[config.mk]
export PLATFORM = sky130hd
export DESIGN_NAME = event_arbiter
export DESIGN_NICKNAME = d
export VERILOG_FILES = /design/src/rtl/event_pkg.sv /design/src/rtl/rr_arbiter.sv /design/src/rtl/event_arbiter.sv
export SDC_FILE = /design/constraint.sdc
export NUM_CORES = 1
export LEC_CHECK = 0
export ABC_AREA = 1
export CAP_MARGIN = 15
export CORE_MARGIN = 3
export CORE_UTILIZATION = 36
export CTS_CLUSTER_DIAMETER = 50
export DETAILED_ROUTE_END_ITERATION = 7
export GPL_TIMING_DRIVEN = 0
export PLACE_DENSITY = 0.68
export SYNTH_ARGS = -nofsm -noshare
export SYNTH_HDL_FRONTEND = slang
export SYNTH_SLANG_ARGS = --single-unit
[constraint.sdc]
create_clock -name clk -period 4.9 [get_ports clk]
set_clock_uncertainty 0.05 [all_clocks]
set_input_delay 0.98 -clock clk [delete_from_list [all_inputs] [get_ports clk]]
set_output_delay 0.98 -clock clk [all_outputs]
set_load 0.01 [all_outputs]
[src/rtl/event_pkg.sv]
// Shared types and default widths for the event arbiter.
//   state_t : sequencer states (IDLE, RUN, DRAIN)
//   event_t : one event payload at the default widths
package event_pkg;

  localparam int unsigned N_SRC_DEF = 4;
  localparam int unsigned XY_W_DEF  = 2;
  localparam int unsigned T_W_DEF   = 2;
  localparam int unsigned P_W_DEF   = 2;
  localparam int unsigned CNT_W_DEF = 8;

  typedef enum logic [1:0] {
    IDLE  = 2'd0,
    RUN   = 2'd1,
    DRAIN = 2'd2
  } state_t;

  typedef struct packed {
    logic [XY_W_DEF-1:0] x;
    logic [XY_W_DEF-1:0] y;
    logic [T_W_DEF-1:0]  t;
    logic [P_W_DEF-1:0]  p;
  } event_t;

endpackage

[src/rtl/rr_arbiter.sv]
// Combinational rotating-priority arbiter.
//   req     : request vector
//   ptr     : highest-priority index this cycle
//   gnt     : one-hot grant (zero when no request)
//   gnt_idx : index of the granted request
//   any     : at least one request present
module rr_arbiter #(
  parameter int unsigned N = 4
) (
  input  logic [N-1:0]         req,
  input  logic [$clog2(N)-1:0] ptr,
  output logic [N-1:0]         gnt,
  output logic [$clog2(N)-1:0] gnt_idx,
  output logic                 any
);

  localparam int unsigned IDX_W = $clog2(N);

  // Scan from ptr upward, wrapping at N; first requester wins.
  always_comb begin : scan
    logic [IDX_W-1:0] cand;
    gnt     = '0;
    gnt_idx = '0;
    any     = 1'b0;
    cand    = '0;
    for (int unsigned k = 0; k < N; k++) begin
      cand = IDX_W'((32'(ptr) + k) % N);
      if (!any && req[cand]) begin
        any     = 1'b1;
        gnt_idx = cand;
      end
    end
    if (any) gnt[gnt_idx] = 1'b1;
  end

endmodule

[src/rtl/event_arbiter.sv]
// Round-robin arbiter/sequencer feeding one registered event output.
//   en                  : run enable; falling en drains the held event
//   src_valid/src_ready : per-source handshake (ready is combinational)
//   src_x/y/t/p         : packed per-source event fields
//   ev_valid/ev_ready   : downstream handshake
//   ev_x/y/t/p, ev_src  : registered event and its source index
//   busy                : sequencer not idle
//   ev_count            : saturating count of accepted source events
module event_arbiter
  import event_pkg::*;
#(
  parameter int unsigned N_SRC = N_SRC_DEF,
  parameter int unsigned XY_W  = XY_W_DEF,
  parameter int unsigned T_W   = T_W_DEF,
  parameter int unsigned P_W   = P_W_DEF,
  parameter int unsigned CNT_W = CNT_W_DEF
) (
  input  logic                      clk,
  input  logic                      rst_n,
  input  logic                      en,
  input  logic [N_SRC-1:0]          src_valid,
  output logic [N_SRC-1:0]          src_ready,
  input  logic [N_SRC*XY_W-1:0]     src_x,
  input  logic [N_SRC*XY_W-1:0]     src_y,
  input  logic [N_SRC*T_W-1:0]      src_t,
  input  logic [N_SRC*P_W-1:0]      src_p,
  output logic                      ev_valid,
  input  logic                      ev_ready,
  output logic [XY_W-1:0]           ev_x,
  output logic [XY_W-1:0]           ev_y,
  output logic [T_W-1:0]            ev_t,
  output logic [P_W-1:0]            ev_p,
  output logic [$clog2(N_SRC)-1:0]  ev_src,
  output logic                      busy,
  output logic [CNT_W-1:0]          ev_count
);

  localparam int unsigned IDX_W = $clog2(N_SRC);
  localparam logic [IDX_W-1:0] LAST_IDX = IDX_W'(N_SRC - 1);

  state_t           state_q, state_d;
  logic             load;
  logic             xfer;
  logic [N_SRC-1:0] gnt;
  logic [IDX_W-1:0] gnt_idx;
  logic             gnt_any;
  logic [IDX_W-1:0] ptr_q;
  logic [IDX_W-1:0] ptr_nxt;

  rr_arbiter #(.N(N_SRC)) u_arb (
    .req     (src_valid),
    .ptr     (ptr_q),
    .gnt     (gnt),
    .gnt_idx (gnt_idx),
    .any     (gnt_any)
  );

  // State register.
  always_ff @(posedge clk or negedge rst_n) begin
    if (!rst_n) state_q <= IDLE;
    else        state_q <= state_d;
  end

  // Next state and load qualification; loads only while running and enabled.
  always_comb begin
    state_d = state_q;
    load    = 1'b0;
    case (state_q)
      IDLE: if (en) state_d = RUN;
      RUN: begin
        load = en && (!ev_valid || ev_ready);
        if (!en) state_d = (ev_valid && !ev_ready) ? DRAIN : IDLE;
      end
      DRAIN: if (ev_valid && ev_ready) state_d = IDLE;
      default: state_d = IDLE;
    endcase
  end

  assign xfer      = load && gnt_any;
  assign src_ready = load ? gnt : '0;
  assign busy      = (state_q != IDLE);
  assign ptr_nxt   = (gnt_idx == LAST_IDX) ? '0 : gnt_idx + IDX_W'(1);

  // Output register, priority pointer and accepted-event counter.
  always_ff @(posedge clk or negedge rst_n) begin
    if (!rst_n) begin
      ev_valid <= 1'b0;
      ev_x     <= '0;
      ev_y     <= '0;
      ev_t     <= '0;
      ev_p     <= '0;
      ev_src   <= '0;
      ptr_q    <= '0;
      ev_count <= '0;
    end else begin
      if (xfer) begin
        ev_valid <= 1'b1;
        ev_x     <= src_x[int'(gnt_idx)*XY_W +: XY_W];
        ev_y     <= src_y[int'(gnt_idx)*XY_W +: XY_W];
        ev_t     <= src_t[int'(gnt_idx)*T_W +: T_W];
        ev_p     <= src_p[int'(gnt_idx)*P_W +: P_W];
        ev_src   <= gnt_idx;
        ptr_q    <= ptr_nxt;
        if (ev_count != '1) ev_count <= ev_count + CNT_W'(1);
      end else if (ev_valid && ev_ready) begin
        ev_valid <= 1'b0;
      end
    end
  end

endmodule

==> After elaboration in Yosys (flattened, before gate mapping) <==
Index checks and enable logic that the tools add are counted.
{ "classes": {"n_eq_ne": 7, "div_mod_pow": 0, "n_reduce_logical": 19, "add_sub_neg": 5, "shift": 4, "mul": 0, "bitwise_logic": 0, "order_cmp": 6, "muxes": 29} }
{ "op_table": {"columns": ["op", "n"], "rows": [
  ["$shiftx A8 B4 Y2", 4],
  ["$mux W2", 9],
  ["$lt A2 B3 Y1 const B", 5],
  ["$mux W1", 12],
  ["$add A8 B1 Y8 const B", 1],
  ["$bmux W1 S2", 4],
  ["$logic_and A1 B1 Y1", 8],
  ["$mux W4", 2],
  ["$ne A8 B8 Y1 const B", 1],
  ["$ne A2 B2 Y1 const B", 3],
  ["$pmux W2 S3", 1],
  ["$logic_not A1 Y1", 5],
  ["$add A2 B1 Y2 const B", 2],
  ["$add A2 B2 Y2 const B", 2],
  ["$eq A2 B2 Y1 const B", 2],
  ["$reduce_bool A2 Y1", 2],
  ["$reduce_and A3 Y1", 1],
  ["$demux W1 S2", 1],
  ["$eq A2 B1 Y1 const B", 1],
  ["$ge A2 B1 Y1 const B", 1],
  ["$logic_not A2 Y1", 1],
  ["$reduce_and A2 Y1", 1],
  ["$logic_or A1 B1 Y1", 1]
]} }
{ "word_totals": {"input_bits": 40, "output_inout_bits": 24, "ff_bits": 23, "latchBits": 0, "mem_bits_rw": 0, "romBits": 0, "word_cells": 79, "mem_count": 0} }

==> Logic depth before layout (Yosys ltp) <==
Gate-level depths: netlist of run 1.
{ "logic_depth": {"depth_word": 18, "ltp_mapped": 16, "mapped_depth_nobuf": 14} }

==> Modules after synthesis <==
Synthesis of run 1 repeated with hierarchy kept, for this count alone.
{ "hier_totals": {"hier_cells": 275, "area_unflattened_um2": 1749.2} }
{ "by_module_without_submodules": {"columns": ["mod", "cells_per_inst", "instances", "seq_area_each_um2", "area_each_um2"], "rows": [
  ["event_arbiter", 208, 1, 575.6, 1417.6],
  ["rr_arbiter", 67, 1, 0.0, 331.6]
]} }

==> Worst setup path after synthesis of run 1 <==
Ideal clock, no wire load.
{ "synth_path": {"path_kind": "input to output", "from": "input port src_valid[3]", "to": "output port src_ready[2]", "path_stages": 12, "n_path_buf": 2, "arrival_time_ps": 2234, "t_required_ps": 3870, "setup_slack_ps": 1636, "cell_sequence": "inv_1 nand2_1 nand3_1 nand2_2 nor2_8 nand3_4 nand3_2 buf_6 buf_12 ha_1 inv_1 nor2_1"} }
{ "synth_via": {"elab_chain_cells": 18, "elab_cells_between_ends": 29, "classes_between": "order compare (2); mux (20); reduce/logical (7)"} }
{ "synth_rtl": {"columns": ["item", "line", "text"], "rows": [
  ["from (decl)", "event_arbiter.sv:21", "input logic [N_SRC-1:0] src_valid,"],
  ["$bmux W1 S2", "rr_arbiter.sv:28", "if (!any && req[cand]) begin"],
  ["$mux W1 (not written as such)", "rr_arbiter.sv:28", null],
  ["$mux W1", "rr_arbiter.sv:28", null],
  ["$logic_not A1 Y1", "rr_arbiter.sv:28", null],
  ["$logic_and A1 B1 Y1", "rr_arbiter.sv:28", null],
  ["$mux W1", "rr_arbiter.sv:28", null],
  ["$logic_not A1 Y1", "rr_arbiter.sv:28", null],
  ["$logic_and A1 B1 Y1", "rr_arbiter.sv:28", null],
  ["[2 not listed]", null, null],
  ["$logic_and A1 B1 Y1", "rr_arbiter.sv:28", null],
  ["$mux W2", "rr_arbiter.sv:28", null],
  ["$lt A2 B3 Y1 (not written as such) or $ge A2 B1 Y1 (tied branches)", "rr_arbiter.sv:33", "if (any) gnt[gnt_idx] = 1'b1;"],
  ["$logic_and A1 B1 Y1 (not written as such)", "rr_arbiter.sv:33", null],
  ["$mux W1 (not written as such)", "rr_arbiter.sv:33", null],
  ["$demux W1 S2", null, null],
  ["$mux W4 *", "rr_arbiter.sv:33", null],
  ["$mux W4 *", "event_arbiter.sv:80", "assign src_ready = load ? gnt : '0;"],
  ["to (decl)", "event_arbiter.sv:22", "output logic [N_SRC-1:0] src_ready,"]
]} }
Every way passes the cells marked *; elsewhere a longest branch is shown, timed or not. The select of a mux whose other input is x is not followed.

==> Worst setup path in the final report of run 1 <==
Same ends and word-level chain as after synthesis.

==> results.md, run 1 <==
- Largest net degree at the start of global routing: 24
- Final instance area: 2540 sq um
- Sequential share of the synthesized area: 32.9%
- Worst setup path end: src_ready[2]
- Pwr Total: 1.57 mW
- Initial antenna violation count: 0
- Initial drt markers: 61
- Tightest Pin Transition: 458 ps
- Clk slew on worst S/H paths: 80 ps
- Comb pwr share: 72.3%
- Ys Warns: 0
- R2R setup slack: 2780 ps
- Switching power: 0.767 mW
- WP buf/inv: 6
- Buffer levels on the longest clock path: 2
- Busiest grt layer: met2
- R2R Path End: ptr_q[1]
- Finish-stage setup viols: 0
- Vias: 1650
- Cell count along the critical path: 14
- Crit path max-delay family: buffers and inverters
- Clock share of power: 7.6%
- #FFs+latches synth: 23
- Synth area leader: dfrtp_1
- Placed cell area: 2460 sq um
- Dpl hpwl: 3340 microns
- Met1 usage: 20.6%
- Final Hold Viols: 0
- Final wirelength: 4030 microns
- Drt first pass iters: 4
- Synthesized area: 1750 sq um
- Crit path time final: 4360 ps
- Reg-to-Reg Start: ptr_q[0]
- Worst path max stage delay: 560 ps
- Post-synth EDFFs: 0
- Diode count: 0
- Gr usage total: 15.3%
- Sw Share: 48.8%
- Pre-CTS setup slack: 525 ps
- GP Congestion: 0.809
- Top cell type's share of synthesized area: 32.9%
- Synth area leaders: dfrtp_1 (33%), nand2_1 (23%), nand2_2 (6.4%)
- Clk root buf: clkbuf_8
- Hold WS: 400 ps
- Worst vdd ir: 0.000315 V
- Initial core utilization: 38.6%
- DRC viols: 0
- CTS-repair resized insts: 0
- Max cap viols: 0
- Startpoint types: input pin
- Slowest-stage cell, CP: clkdlybuf4s50_1
- Setup bufs post-CTS: 0
- Final ANT Viol Nets: 0
- CTS buffer count: 3
- Die Y: 75.7 microns
- Met3 GRT Util: 3.56%
- Fin. max-slew vios: 0
- Cell-internal power: 0.804 mW
- CP Max Fanout: 11
- Slew headroom: 69.4%
- Count leader, synth: nand2_1
- IO Port Bufs: 63
- R2R depth: 13
- Critical Path Source: src_valid[3]
- Commonest cells post-synth: nand2_1 (105), dfrtp_1 (23), inv_1 (23), nand2_2 (18), nand3_1 (12)
- Post-route clock period utilization: 88.9%
- Hold crit path type: flop to flop
- CTS tree: built
- Count of cell types in the netlist: 28
- Area Growth Syn to Fin: 44.9%
- Sequential Power Share: 20.1%
- Via density: 4.37
- First-pass GRT wire length: 6950 microns
- Run status: finished, final reports clean
- Post-Syn Nets: 290
- Prevailing post-synth register cell: dfrtp_1
- Asr flop ratio synth: 100%
- Worst Path Required: 3870 ps
- Clock tree sinks: 23
- Arrival time at the worst endpoint: 3330 ps
- Final net count: 359
- Post-route non-filler standard cell count: 378
- Setup slack after layout: 542 ps
- WS Path Type: input pin to output pin
- Syn Inst Count: 245
- Unrepaired setup endpoints after global routing: no
- Cell Pwr Density: 620 nW/um^2
- CP Cell Sequence: clkdlybuf4s50_1 > inv_1 > nand2_1 > nand3_1 > nand2_2 > nor2_8 > nand3_4 > nand3_2 > buf_6 > buf_12 > ha_1 > inv_1 > nor2_1 > clkdlybuf4s50_1
- H-tree depth: 1
- Crit. End Element: output pin
- I/O Pins: 64
- Worst-skew pair later-pin latency: 260 ps
- P_leak: 1.29 nW
- Fmax achieved: 229 MHz
- CTS Hold Buffers Added: 0
- DP Cell Count: 373
- Die area: 5740 sq um
- GRT met2 Usage: 25.8%
- FP Rows: 24
- Core Area: 4530 sq um
- Number of global-route vias before repair: 1576
- Setup TNS: 0 ps
- Layout cells sized above 1: 17.3%
- Final core utilization: 55.9%
- Mapped Avg Cell Area: 7.14 sq um
- Horiz. Die Dim: 75.7 microns
- Congestion Overflow GR: 0
- Avg WL per Cell: 10.7 microns
-- power groups by stage --
| stage | clock [mW] | combinational [mW] | sequential (mW) |
|---|---|---|---|
| final | 0.120 | 1.14 | 0.315 |
| after global routing | 0.131 | 1.28 | 0.325 |
| after CTS | 0.121 | 1.15 | 0.317 |
| after detailed placement | 0 | 1.15 | 0.320 |
| after global placement | 0 | 1.14 | 0.317 |
| after floorplan | 0 | 0.792 | 0.340 |
-- layer usage --
layer | wire (microns) | up-vias
li1 | - | 884
met3 | 288 | 0
met2 | 1900 | 49
met4 | 0 | 0
met1 | 1850 | 717
met5 | 0 | -
-- cell usage in the layout (no fill, tap or decap) --
cell / n
xor2_1: 4
nor2_4: 2
nand3_4: 1
buf_4: 1
nand2_1: 105
a2bb2oi_1: 1
inv_4: 1
nor2_8: 1
nor4_1: 1
dfrtp_1: 23
buf_2: 1
ha_1: 5
clkinv_2: 1
inv_8: 1
nor2_2: 2
nand2_2: 18
clkdlybuf4s50_1: 63
nand2_4: 4
buf_16: 1
clkbuf_8: 3
inv_2: 5
nand3_1: 12
nor2_1: 10
o21ai_0: 4
buf_12: 1
nor3_1: 3
nand3_2: 9
nand4_1: 2
inv_1: 23
buf_6: 2
o31ai_1: 1
xnor2_1: 2
-- logic make-up after synthesis --
family | after synthesis | share of synthesized area [%]
simple gates | 170 | 48.3
fa+ha+maj | 5 | 3.57
xor+xnor | 6 | 3.00
buf+inv | 35 | 10.2
flops | 23 | 32.9
compound gates | 6 | 2.07
-- flip-flops by register name, summed over array words and instances (netlist names) --
signal	flops
ev_count	8
ev_p	2
ev_src	2
ev_x	2
ev_y	2
ev_t	2
state_q	2
ev_valid	1
ptr_q	2
-- worst min-delay path by stage --
stage	from	end	slack [ps]	cells past startpoint
finish	state_q[1]	state_q[0]	400	1
global route	state_q[1]	state_q[0]	430	1
CTS	state_q[1]	state_q[0]	400	1
detailed placement	state_q[1]	state_q[0]	390	1
global placement	state_q[1]	state_q[0]	390	1
floorplan	state_q[1]	state_q[0]	370	1
-- final cells by class --
type | instances | area [sq um]
buffer | 5 | 55.1
clock inverter | 1 | 5.00
timing repair buffer | 64 | 658
fill | 435 | 2000
multi-input combinational | 187 | 997
inverter | 30 | 123
clock buffer | 3 | 41.3
tap | 65 | 81.3
sequential | 23 | 576
Power figures use the tool's default switching activity.
==> run 2: changes to the inputs <==
--- a/config.mk
+++ b/config.mk
@@ -7,7 +7,6 @@
 export LEC_CHECK = 0
 export ABC_AREA = 1
 export CAP_MARGIN = 15
-export CORE_MARGIN = 3
 export CORE_UTILIZATION = 36
 export CTS_CLUSTER_DIAMETER = 50
 export DETAILED_ROUTE_END_ITERATION = 7
==> run 2 against run 1 <==
Net effect:
- hold slack worse by 1.0 ps
- cell area fell by 1.0%
- fmax up 1.2%
- routed wire length down 2.0%
- total power shrank 0.35%
- via count increased by 0.24%
- clock-buffer cell count did not move
- global-route usage up 1.9 points
==> results.md, run 2 (same netlist as run 1, synthesis figures left out) <==
- Run status: finished, final reports clean
- Setup bufs post-CTS: 0
- Final ANT Viol Nets: 0
- FP Rows: 25
- Final net count: 359
- DRC viols: 0
- Setup TNS: 0 ps
- Initial antenna violation count: 0
- Crit. End Element: output pin
- Slowest-stage cell, CP: clkdlybuf4s50_1
- Number of global-route vias before repair: 1638
- Arrival time at the worst endpoint: 3280 ps
- Hold crit path type: flop to flop
- Buffer levels on the longest clock path: 2
- Clk root buf: clkbuf_8
- Hold depth: 1
- Most frequent cells in the layout: nand2_1 (105), clkdlybuf4s50_1 (63), inv_1 (23), dfrtp_1 (23), nand2_2 (18)
- Clock share of power: 7.7%
- Comb pwr share: 72.2%
- Startpoint types: input pin
- Sw Share: 48.6%
- IO Port Bufs: 63
- Post-route non-filler standard cell count: 367
- Post-route clock period utilization: 87.9%
- Crit path time final: 4310 ps
- Diode count: 0
- Max FFs per register: 8
- First-pass GRT wire length: 7110 microns
- Slew headroom: 60.0%
- Crit path max-delay family: buffers and inverters
- Max cap viols: 0
- Congestion Overflow GR: 0
- Cell-internal power: 0.805 mW
- Top reg by flops: ev_count
- Final instance area: 2510 sq um
- Switching power: 0.761 mW
- WS Path Type: input pin to output pin
- Worst Path Required: 3870 ps
- Sequential Power Share: 20.2%
- I/O Pins: 64
- CTS tree: built
- WP buf/inv: 6
- CP Max Fanout: 11
- CTS buffer count: 3
- Final wirelength: 3950 microns
- Worst path max stage delay: 540 ps
- Horiz. Die Dim: 71.7 microns
- DP Cell Count: 362
- Clock tree sinks: 23
- Initial core utilization: 37.3%
- Avg WL per Cell: 10.8 microns
- Largest net degree at the start of global routing: 24
- CTS Hold Buffers Added: 0
- Fmax achieved: 232 MHz
- Vias: 1654
- Tightest Pin Transition: 599 ps
- CTS-repair resized insts: 0
- Die Y: 71.7 microns
- Unrepaired setup endpoints after global routing: no
- Core Area: 4690 sq um
- Initial drt markers: 60
- R2R depth: 13
- Worst vdd ir: 0.000320 V
- GP Congestion: 0.864
- Drt first pass iters: 4
- Finish-stage setup viols: 0
- Layout cells sized above 1: 17.3%
- Cell count along the critical path: 14
- Die area: 5150 sq um
- Fin. max-slew vios: 0
- Cell Pwr Density: 624 nW/um^2
- Placed cell area: 2450 sq um
- CP Cell Sequence: clkdlybuf4s50_1 > inv_1 > nand2_1 > nand3_1 > nand2_2 > nor2_8 > nand3_4 > nand3_2 > buf_6 > buf_12 > ha_1 > inv_1 > nor2_1 > clkdlybuf4s50_1
- Worst-skew pair later-pin latency: 270 ps
- P_leak: 1.29 nW
- Dpl hpwl: 3180 microns
- Hold WS: 399 ps
- Via density: 4.51
- Most common cell after layout, fill and taps aside: nand2_1
- Area Growth Syn to Fin: 43.4%
- H-tree depth: 1
- Gr usage total: 17.2%
- Clk slew on worst S/H paths: 90 ps
- Final Hold Viols: 0
run 2: path summary, 6_finish.rpt:
| kind | start | endpoint | slack [ps] |
|---|---|---|---|
| worst min-delay path | state_q[1] | state_q[0] | 400 |
| max in group asynchronous | rst_n | ev_x[0] | 3270 |
| worst max register to register | ptr_q[0] | ptr_q[1] | 2780 |
| worst min register to register | state_q[1] | state_q[0] | 400 |
| worst max-delay path | src_valid[3] | src_ready[0] | 590 |
| min in group asynchronous | rst_n | ev_count[3] | 1030 |
run 2: power groups by stage:
stage / clock, mW / sequential [mW] / combinational [mW]
2_1_floorplan: 0 / 0.340 / 0.792
3_3_place_gp: 0 / 0.318 / 1.13
3_5_place_dp: 0 / 0.320 / 1.14
4_1_cts: 0.123 / 0.316 / 1.15
5_1_grt: 0.132 / 0.327 / 1.28
6_report: 0.120 / 0.316 / 1.13
run 2: final cells by class:
cell class | instances | area [sq um]
sequential | 23 | 576
fill | 461 | 2180
tap | 54 | 67.6
timing repair buffer | 64 | 646
multi-input combinational | 187 | 997
buffer | 5 | 55.1
clock inverter | 1 | 5.00
clock buffer | 3 | 41.3
inverter | 30 | 123
run 2: metal layers:
metal	vias to the layer above	share of wire, %	track usage (%)
li1	889	-	-
met1	713	46	21.4
met2	48	47	30.3
met3	4	6.3	3.94
met4	0	0.76	4.14
met5	-	0	0
run 2: through the flow:
step / util, % / setup WS [ps] / power, mW
6_report: 53.5 / 593 / 1.57
5_1_grt: 53.5 / 368 / 1.74
4_1_cts: 53.2 / 575 / 1.59
3_5_place_dp: 52.2 / 587 / 1.46
3_3_place_gp: 52.2 / 573 / 1.45
2_1_floorplan: - / 1640 / 1.13
==> run 3: changes to the inputs <==
--- a/config.mk
+++ b/config.mk
@@ -12,6 +12,8 @@
 export DETAILED_ROUTE_END_ITERATION = 7
 export GPL_TIMING_DRIVEN = 0
 export PLACE_DENSITY = 0.68
+export SETUP_SLACK_MARGIN = 0.1
+export SLEW_MARGIN = 10
 export SYNTH_ARGS = -nofsm -noshare
 export SYNTH_HDL_FRONTEND = slang
 export SYNTH_SLANG_ARGS = --single-unit
==> results of run 3 <==
The final DEF is identical to that of run 2; final timing and power are the same.
